===== src/rtl/scroll_sequencer.sv =====
// scroll_sequencer: game-flow controller for the two-lane note scroll datapath.
// It produces the datapath mode code and a one-cycle scroll strobe. A
// speed-selected prescaler paces a pre-play countdown and then the song steps.
// The controller also handles pause and abort, and ends the song once every
// note has left the 8-column window.
module scroll_sequencer #(
   parameter int CLK_DIV_BASE    = 16,
   parameter int NUM_STEPS       = 40,
   parameter int COUNTDOWN_TICKS = 3
) (
   input  logic       clk,
   input  logic       n_rst,
   input  logic       start,
   input  logic       pause,
   input  logic       abort,
   input  logic [1:0] speed,
   output logic [2:0] mode,
   output logic       scroll,
   output logic [5:0] step_cnt,
   output logic [2:0] countdown,
   output logic       busy,
   output logic       done
);

   localparam int PW = $clog2(CLK_DIV_BASE);
   localparam logic [PW-1:0] BASE_MAX  = PW'(CLK_DIV_BASE - 1);
   localparam logic [5:0]    LAST_STEP = 6'(NUM_STEPS - 1);
   localparam logic [2:0]    CD_INIT   = 3'(COUNTDOWN_TICKS);

   // State values double as the datapath mode code.
   typedef enum logic [2:0] {
      S_IDLE      = 3'd0,
      S_COUNTDOWN = 3'd2,
      S_LOAD      = 3'd3,
      S_PLAY      = 3'd4,
      S_DONE      = 3'd5,
      S_PAUSE     = 3'd6
   } state_t;

   state_t          r_state;
   logic [PW-1:0]   r_presc;
   logic [5:0]      r_step;
   logic [2:0]      r_cd;
   logic [1:0]      r_speed;

   logic [PW-1:0]   w_pmax;
   logic            w_wrap;

   // CLK_DIV_BASE is a power of two, so (BASE >> s) - 1 equals (BASE - 1) >> s.
   function automatic logic [PW-1:0] period_max(input logic [1:0] sp);
      return BASE_MAX >> sp;
   endfunction

   assign w_pmax = period_max(r_speed);
   assign w_wrap = (r_presc == w_pmax);

   // All outputs decode from registers only, so they stay glitch-free.
   assign mode      = r_state;
   assign scroll    = (r_state == S_PLAY) && w_wrap;
   assign step_cnt  = r_step;
   assign countdown = r_cd;
   assign busy      = (r_state == S_LOAD) || (r_state == S_COUNTDOWN) ||
                      (r_state == S_PLAY) || (r_state == S_PAUSE);
   assign done      = (r_state == S_DONE);

   // Game-flow FSM with prescaler, step counter and countdown; abort has top priority.
   always_ff @(posedge clk or negedge n_rst) begin
      if (!n_rst) begin
         r_state <= S_IDLE;
         r_presc <= '0;
         r_step  <= '0;
         r_cd    <= '0;
         r_speed <= '0;
      end else if (abort) begin
         r_state <= S_IDLE;
         r_presc <= '0;
         r_step  <= '0;
         r_cd    <= '0;
      end else begin
         case (r_state)
            S_IDLE, S_DONE: begin
               r_presc <= '0;
               r_cd    <= '0;
               if (start) begin
                  // The speed is frozen for the whole song from this point.
                  r_state <= S_LOAD;
                  r_speed <= speed;
                  r_step  <= '0;
               end
            end
            S_LOAD: begin
               r_state <= S_COUNTDOWN;
               r_cd    <= CD_INIT;
               r_presc <= '0;
               r_step  <= '0;
            end
            S_COUNTDOWN: begin
               if (w_wrap) begin
                  r_presc <= '0;
                  if (r_cd == 3'd1) begin
                     r_state <= S_PLAY;
                     r_cd    <= '0;
                  end else begin
                     r_cd <= r_cd - 3'd1;
                  end
               end else begin
                  r_presc <= r_presc + PW'(1);
               end
            end
            S_PLAY: begin
               if (w_wrap) begin
                  // The strobe cycle always counts, even if pause arrives with it.
                  r_presc <= '0;
                  r_step  <= r_step + 6'd1;
                  if (r_step == LAST_STEP) begin
                     r_state <= S_DONE;
                  end else if (pause) begin
                     r_state <= S_PAUSE;
                  end
               end else begin
                  r_presc <= r_presc + PW'(1);
                  if (pause) begin
                     r_state <= S_PAUSE;
                  end
               end
            end
            S_PAUSE: begin
               // The prescaler and step counter hold until play resumes.
               if (!pause) begin
                  r_state <= S_PLAY;
               end
            end
            default: begin
               r_state <= S_IDLE;
               r_presc <= '0;
               r_step  <= '0;
               r_cd    <= '0;
            end
         endcase
      end
   end

endmodule


===== config.mk =====
export PLATFORM = sky130hd
export DESIGN_NAME = scroll_sequencer
export DESIGN_NICKNAME = d
export VERILOG_FILES = /design/src/rtl/scroll_sequencer.sv
export SDC_FILE = /design/constraint.sdc
export NUM_CORES = 1
export LEC_CHECK = 0
export ABC_AREA = 1
export ABC_CLOCK_PERIOD_IN_PS = 1300
export BUFFER_PORTS_ARGS = -buffer_cell sky130_fd_sc_hd__buf_2
export CELL_PAD_IN_SITES_DETAIL_PLACEMENT = 0
export CELL_PAD_IN_SITES_GLOBAL_PLACEMENT = 1
export CORE_ASPECT_RATIO = 0.9
export CORE_MARGIN = 5
export CORE_UTILIZATION = 36
export DETAILED_ROUTE_END_ITERATION = 10
export GPL_ROUTABILITY_DRIVEN = 1
export PLACE_DENSITY = 0.75
export SLEW_MARGIN = 20
export SYNTH_ARGS = -nofsm -noshare
export SYNTH_HDL_FRONTEND = slang
export SYNTH_SLANG_ARGS = --single-unit

===== constraint.sdc =====
create_clock -name clk -period 1.3 [get_ports clk]
set_input_delay 0.065 -clock clk [delete_from_list [all_inputs] [get_ports clk]]
set_output_delay 0.065 -clock clk [all_outputs]
set_load 0.01 [all_outputs]

; After elaboration in Yosys (flattened, before gate mapping)
; Cells that the tools add are included.
[op_classes]
eq_ne = 16
addsub = 3
n_mux = 20
n_shift = 1
n_bitwise = 1
reduce_logical = 13
[ops]
columns = operator, n
row1 = two-way mux 3 bit, 11
row2 = two-way mux 6 bit, 3
row3 = case mux 6 bit (3 select lines), 1
row4 = case mux 3 bit (5 select lines), 1
row5 = != test 3 bit (second input constant), 4
row6 = == test 3 bit (second input constant), 3
row7 = case mux 3 bit (3 select lines), 1
row8 = two-way mux 4 bit, 2
row9 = case mux 4 bit (2 select lines), 1
row10 = OR reduction 2 bit, 4
row11 = adder 6 x 1 -> 6 bit (second input constant), 1
row12 = == test 3 x 2 -> 1 bit (second input constant), 2
row13 = == test 6 bit (second input constant), 1
row14 = AND reduction 3 bit, 2
row15 = adder 4 x 1 -> 4 bit (second input constant), 1
row16 = == test 4 bit, 1
row17 = != test 2 x 1 -> 1 bit (second input constant), 2
row18 = AND reduction 4 bit, 1
row19 = right shift 4 x 2 -> 4 bit (first input constant), 1
row20 = == test 3 x 1 -> 1 bit (second input constant), 1
row21 = zero test 3 bit, 1
row22 = logical OR 1 bit, 3
row23 = != test 3 x 2 -> 1 bit (second input constant), 1
row24 = subtractor 3 x 1 -> 3 bit (second input constant), 1
row25 = 4 further kinds, 4
[word_totals]
regBits = 18
in_bits = 7
output_inout_bits = 15
elab_cells = 59

; Longest topological paths before layout
; Gate-level depths: netlist of run 1.
[logic_depth]
ltp_word = 5
mapped_depth = 10
ltp_nobuf = 10

; Least setup slack after synthesis of run 1
; No wires, ideal clock.
[synth_path]
path_type = reg-to-reg
startpoint = register r_state[0], in the netlist mode[0]
endpoint = register r_step[4], in the netlist step_cnt[4]
setup_slack_ns = -0.054
t_arrival_ns = 1.234
n_path_buf = 1
period_less_slack_ns = 1.354
stages_incl_launch_ff = 10
t_required_ns = 1.179
setup_ns = 0.121
path_cell_list = dfrtp_1 inv_2 nand2_2 inv_2 nand2_4 nor2_4 a21oi_4 buf_6 nand2_2 o21ai_2
[synth_between]
elab_chain_len = 4
word_cells_on_any_way = 13
classes_between = 7 x eq/ne / 2 x mux / 4 x reduce/logical
[synth_rtl]
columns = element, line
row1 = start: declaration, 40  ; state_t r_state;
row2 = start signal: assignment, 69  ; r_state <= S_IDLE;
row3 = start signal: assignment, 75  ; r_state <= S_IDLE;
row4 = start signal: assignment, 86  ; r_state <= S_LOAD;
row5 = == test 3 bit (tied with other cells), 80  ; case (r_state)
row6 = "OR reduction 2 bit, on equally long branches", -
row7 = != test 3 bit (no line) (tied with other cells), -
row8 = AND reduction 3 bit (no line) or two-way mux 6 bit (tied branches), -
row9 = end signal: assignment, 114  ; r_step <= r_step + 6'd1;
row10 = end: declaration, 42  ; logic [5:0] r_step;
; Parallel ways exist; a longest one is shown, timed or not.
; A chain may end at the register's enable or synchronous reset.

; Worst setup path after layout of run 1
[layout_path]
startpoint = register r_state[0], in the netlist mode[0]
endpoint = register r_step[2], in the netlist step_cnt[2]
; Same word-level chain as after synthesis.

==> results of run 1 <==
[power by group]
| group | internal (uW) | total [uW] | switching, uW |
|---|---|---|---|
| clock network | 270 | 473 | 204 |
| registers | 684 | 806 | 122 |
| logic | 944 | 2120 | 1170 |
| total | 1900 | 3390 | 1500 |
[path summary, 6_finish.rpt]
kind                            start          end  slack (ps)  cells after the start
hold reg to reg            r_speed[1]   r_speed[1]         550                      2
setup / recovery              mode[0]  step_cnt[2]         -80                      9
setup reg to reg              mode[0]  step_cnt[2]         -80                      9
max in group asynchronous       n_rst      mode[0]         690                      2
hold / removal               speed[1]   r_speed[1]          50                      3
min in group asynchronous       n_rst  step_cnt[3]         280                      2
[kinds of logic after synthesis]
logic type | synth area share
and+or+nand+nor | 0.3717
AOI/OAI and AO/OA | 0.1386
buffers and inverters | 0.08260
DFF | 0.3540
adders and majority gates | 0.03933
xor gates and xnor gates | 0.01377
[cells in the mapped netlist]
cell / count / area [sq um]
a21oi_1: 10 / 50.05
a21oi_2: 1 / 8.760
a21oi_4: 1 / 16.27
buf_6: 1 / 11.26
dfrtp_1: 18 / 450.4
ha_1: 4 / 50.05
inv_1: 18 / 67.56
inv_2: 7 / 26.28
nand2_1: 42 / 157.7
nand2_2: 8 / 50.05
nand2_4: 1 / 11.26
nand3_1: 6 / 30.03
nand3_2: 1 / 10.01
nand3_4: 1 / 17.52
nand4_1: 6 / 37.54
nor2_1: 18 / 67.56
nor2_2: 2 / 12.51
nor2_4: 3 / 33.78
nor3_1: 4 / 20.02
nor3b_2: 1 / 12.51
o21ai_0: 5 / 25.02
o21ai_1: 3 / 15.01
o21ai_2: 7 / 61.31
or2_1: 1 / 6.260
or2_2: 1 / 6.260
xor2_1: 2 / 17.52
[worst reg2reg max path: stages (launching register included)]
cell and delay (ps):
dfrtp_2 440, inv_2 100, nand2_4 70, inv_4 80, nand2_4 60, nor2_4 150
inv_2 100, nor3b_4 210, nand2_4 50, o21ai_2 50
[through the flow]
step,hold slack [ps],util,total power [uW],setup TNS (ps),setup WS [ps]
global route,65.43,0.5724,3665,-1925,-167.9
CTS,57.73,0.5199,3024,-368.2,-84.40
detailed placement,32.65,0.4798,2381,-209.3,-40.27
global placement,28.48,0.4798,2353,-53.00,-30.21
floorplan,-230.6,-,1742,-88.69,-24.35
finish,48.90,0.5724,3394,-586.9,-82.59
[flip-flops by register name, indices dropped and copies added (netlist names)]
| name | cells |
|---|---|
| mode | 3 |
| step_cnt | 6 |
| r_presc | 4 |
| countdown | 3 |
| r_speed | 2 |
[routing by layer]
layer  track usage  share of wire  vias up
met4       0.04839         0.0086        0
li1              -              -      669
met5             0              0        -
met3       0.03951          0.031        2
met1        0.1880           0.44      638
met2        0.2624           0.52       17
[cell type report]
type / count / area share
multi-input combinational: 128 / 0.4663
sequential: 18 / 0.2331
timing repair buffer: 54 / 0.1946
inverter: 25 / 0.04945
clock buffer: 4 / 0.02826
tap: 44 / 0.02826
[layout by cell type (no fill, tap or decap)]
| cell | netlist | final |
|---|---|---|
| a21oi_2 | 1 | 3 |
| o21ai_2 | 7 | 7 |
| nand2_4 | 1 | 10 |
| a21oi_1 | 10 | 7 |
| a21oi_4 | 1 | 2 |
| ha_4 | 0 | 1 |
| nor2_4 | 3 | 6 |
| or2_4 | 0 | 1 |
| nand2_1 | 42 | 31 |
| nor3b_4 | 0 | 1 |
| dfrtp_1 | 18 | 15 |
| inv_4 | 0 | 1 |
| nand4_1 | 6 | 6 |
| inv_1 | 18 | 15 |
| nor3_4 | 0 | 1 |
| buf_12 | 0 | 1 |
| o21ai_0 | 5 | 3 |
| buf_6 | 1 | 3 |
| buf_4 | 0 | 28 |
| nor2_1 | 18 | 10 |
| clkbuf_8 | 0 | 4 |
| xor2_1 | 2 | 2 |
| o21ai_1 | 3 | 5 |
| nand2_2 | 8 | 10 |
| nand3_4 | 1 | 2 |
| buf_2 | 0 | 21 |
| nor3_1 | 4 | 2 |
| or2_1 | 1 | 1 |
| ha_1 | 4 | 1 |
| inv_2 | 7 | 9 |
| dfrtp_2 | 0 | 3 |
| nor2_2 | 2 | 7 |
| ha_2 | 0 | 2 |
| nor3_2 | 0 | 1 |
| nand3_1 | 6 | 3 |
| dlygate4sd3_1 | 0 | 1 |
| nand3_2 | 1 | 3 |
[timing repair]
action                                  4_1_cts  5_1_grt
pin swaps                                     1       12
cloned                                        0        0
endpoints found under the setup margin       14       21
hold buffers                                  1        0
setup buffers                                 5        2
hold endpoints to repair                     18        0
gates resized for setup                      15       42
==> impl_metrics.tcl, run 1 <==
set metrics [dict create \
    outcome "finished with violations" \
    violations "setup timing" \
    die_height_um 66.40 \
    crit_chain "inv_2 -> nand2_4 -> inv_4 -> nand2_4 -> nor2_4 -> inv_2 -> nor3b_4 -> nand2_4 -> o21ai_2" \
    rows 20 \
    p_leak_uw 0.0009332 \
    area_delta_synth_final_pct 53.10 \
    cp_data_required_time_ps 1490 \
    period_share 1.064 \
    seq_area_sq_um 454.2 \
    dp_hpwl_um 2561 \
    ys_seq_area_frac 0.3540 \
    place_inst 262 \
    critPathTopFamily "simple AND/OR/NAND/NOR gates" \
    finalNonFillerCells 273 \
    fin_crit_ps 1383 \
    cts_tree "done" \
    nets 241 \
    multi_input_area_sq_um 908.4 \
    vdd_drop_max_v 0.001082 \
    slowest_stage "dfrtp_2" \
    maxCapViolCount 0 \
    clk_pin_slew_worst_paths_ps 70 \
    syn_nets 183 \
    setup-violations-final 13 \
    cp_common_cell "nand2_4" \
    drtAntennaViolNets 0 \
    tightest_slew_ps 439.8 \
    dieArea_sq_um 4825 \
    antenna_found_initial 0 \
    initialDrtViolationCount 60 \
    die_x_um 72.67 \
    design.core.area_sq_um 3403 \
    num_io_pins 22 \
    dpl_cell_area_sq_um 1633 \
    synthCells 172 \
    rsz0062_at_grt "yes" \
    fmax_mhz 723.3 \
    slew_headroom 0.7068 \
    htreeDepth 1 \
    synth.distinct_cells 26 \
    ys.warnings.count 0 \
    grt_max_degree 19 \
    num_vias 1326 \
    cp-start-kind "register" \
    synth_area_sq_um 1272 \
    cts_made_buffers 3 \
    finalWorstSetupSlack_ps -82.59 \
    first_pass_iters 4 \
    slowest_delay_ps 440 \
    clk_latency_ps 260 \
    via_per_inst 4.857 \
    worst-path-buf-inv 3 \
    power_density_nw_per_um2 1742 \
    wl_um 3505 \
    synth_area_per_cell_sq_um 7.398 \
    insertedDiodeCount 0 \
    clockRootBuffer "clkbuf_8" \
    grt_first_pass_wirelength_um 5754 \
    finalMaxSlewViolations 0 \
    skew_ps 2.457 \
    grt_pass1_vias 1294 \
    critPathCaptureType "register" \
    design_area_sq_um 1948 \
    grt_overflow 0 \
    crit_type "register to register" \
    min_path_type "primary input to register" \
    drc 0 \
    cts.sinks 18 \
    final-hold-violation-count 0 \
    ys_ff_latch 18 \
    arrival_ps 1570 \
    wl_per_cell_um 12.84 \
    clock_path_buffers 2 \
    final_layout_size_suffix_gt1_frac 0.5546 \
    cp_max_fo 5 \
    grt_use_total 0.1538 \
    portBuffers 21 \
    start_util 0.3739 \
    gp_congestion 0.8978 \
    fill_cells 323 \
]
(Power assumes the default switching activity.)
==> run 2, diff against run 1 <==
SKIP_LAST_GASP = 1   (was default)
==> impl_metrics.tcl, run 2 (synthesis results as in run 1) <==
set metrics [dict create \
    rsz0062_at_grt "yes" \
    wl_per_cell_um 12.76 \
    arrival_ps 1570 \
    period_share 1.062 \
    fmax_mhz 724.5 \
    final_common_cell "nand2_1" \
    rows 20 \
    startpoint "mode[0]" \
    num_io_pins 22 \
    clk_pin_slew_worst_paths_ps 70 \
    cp_max_fo 5 \
    grt_pass1_vias 1294 \
    min_path_type "primary input to register" \
    clk_latency_ps 260 \
    finalMaxSlewViolations 0 \
    finalNonFillerCells 273 \
    vdd_drop_max_v 0.001079 \
    r2r-end "step_cnt[2]" \
    grt_first_pass_wirelength_um 5754 \
    mostFrequentLayoutCells "32 x nand2_1, 28 x buf_4, 21 x buf_2" \
    violations "setup timing" \
    cp.depth 9 \
    die_height_um 66.40 \
    final_layout_size_suffix_gt1_frac 0.5415 \
    cts.sinks 18 \
    initialDrtViolationCount 68 \
    slowest_delay_ps 440 \
    wl_um 3483 \
    skew_ps 2.143 \
    portBuffers 21 \
    critPathTopFamily "simple AND/OR/NAND/NOR gates" \
    area_delta_synth_final_pct 52.02 \
    slowest_stage "dfrtp_2" \
    topRoutingLayerUsed "met4" \
    hold_ws_ps 48.38 \
    num_vias 1330 \
    clock_path_buffers 2 \
    gp_congestion 0.8978 \
    final-hold-violation-count 0 \
    worst-path-buf-inv 3 \
    dr_wl_met2_um 1806 \
    maxCapViolCount 0 \
    via_per_inst 4.872 \
    tightest_slew_ps 433.5 \
    p_sw_frac 0.4387 \
    r2r_slack_ps -80 \
    drtAntennaViolNets 0 \
    first_pass_iters 4 \
    htreeDepth 1 \
    fin_util 0.5684 \
    grt_max_degree 19 \
    crit_type "register to register" \
    dieArea_sq_um 4825 \
    power_density_nw_per_um2 1729 \
    crit_chain "inv_2 -> nand2_4 -> inv_4 -> nand2_4 -> nor2_4 -> inv_2 -> nor3b_4 -> nand2_4 -> o21ai_2" \
    nets 241 \
    place_inst 262 \
    cp_data_required_time_ps 1490 \
    critPathCaptureType "register" \
    finalWorstSetupSlack_ps -80.17 \
    cts_made_buffers 3 \
    finalPower_uw 3345 \
    met1Wirelength_um 1514 \
    outcome "finished with violations" \
    start_util 0.3739 \
    drc 0 \
    design_area_sq_um 1934 \
    largest_reg_flops 6 \
    cts_tree "done" \
    grt_use_total 0.1538 \
    r2r-start "mode[0]" \
    dp_hpwl_um 2561 \
    cp_common_cell "nand2_4" \
    grt_overflow 0 \
    insertedDiodeCount 0 \
    worstRegToRegCells 9 \
    pwr-share-seq 0.241 \
    cp-start-kind "register" \
    worstSetupEndpoint "step_cnt[2]" \
    p_switching_uw 1468 \
    slew_headroom 0.7110 \
    die_x_um 72.67 \
    setup-violations-final 13 \
    min_from "speed[1]" \
    clockRootBuffer "clkbuf_8" \
    fin_crit_ps 1380 \
    dpl_cell_area_sq_um 1633 \
    pwr-share-comb 0.619 \
    pwr-share-clk 0.141 \
    antenna_found_initial 0 \
    p_int_uw 1878 \
    p_leak_uw 0.0009255 \
    design.core.area_sq_um 3403 \
    wl_met3_um 132 \
]
run 2: worst min-delay path by stage:
stage                   endpoint  cells after the start  slack [ps]
floorplan           countdown[0]                      0        -230
global placement     step_cnt[1]                      1          30
detailed placement   step_cnt[1]                      1          30
CTS                   r_speed[1]                      3          60
global route          r_speed[1]                      3          70
finish                r_speed[1]                      3          50
run 2: layer usage:
metal	vias up	track usage
li1	670	-
met1	635	0.1880
met2	23	0.2624
met3	2	0.03951
met4	0	0.04839
met5	-	0
run 2: tightest hold or removal path, delay by kind of cell:
kind / cells / cell delay, ps
AO/OA/AOI/OAI: 1 / 40
buffers and inverters: 1 / 100
AND/OR/NAND/NOR: 1 / 60
run 2: per-stage QoR:
stage                     TNS, ps  setup WS (ps)
after floorplan            -88.69         -24.35
after global placement     -53.00         -30.21
after detailed placement   -209.3         -40.27
after CTS                  -401.0         -84.40
after global routing        -1994         -167.9
final                      -643.6         -80.17
run 2: area by class of cell:
cell class	instances	area, sq um
tap	44	55.05
fill	328	1469
clock buffer	4	55.05
sequential	18	454.2
inverter	25	96.34
timing repair buffer	54	379.1
multi-input combinational	128	894.6
run 2: power by group through the flow:
stage / sequential [uW] / clock [uW] / combinational, uW
after floorplan: 854 / 0 / 888
after global placement: 790 / 0 / 1560
after detailed placement: 796 / 0 / 1590
after CTS: 788 / 485 / 1740
after global routing: 822 / 524 / 2280
final: 805 / 471 / 2070
run 2: repair_timing:
item,in CTS,in global routing
pin swaps,1,12
endpoints found under the hold margin,18,0
endpoints found under the setup margin,14,21
buffers inserted,5,2
hold buffers,1,0
gates cloned,0,0
gates resized for setup,13,40
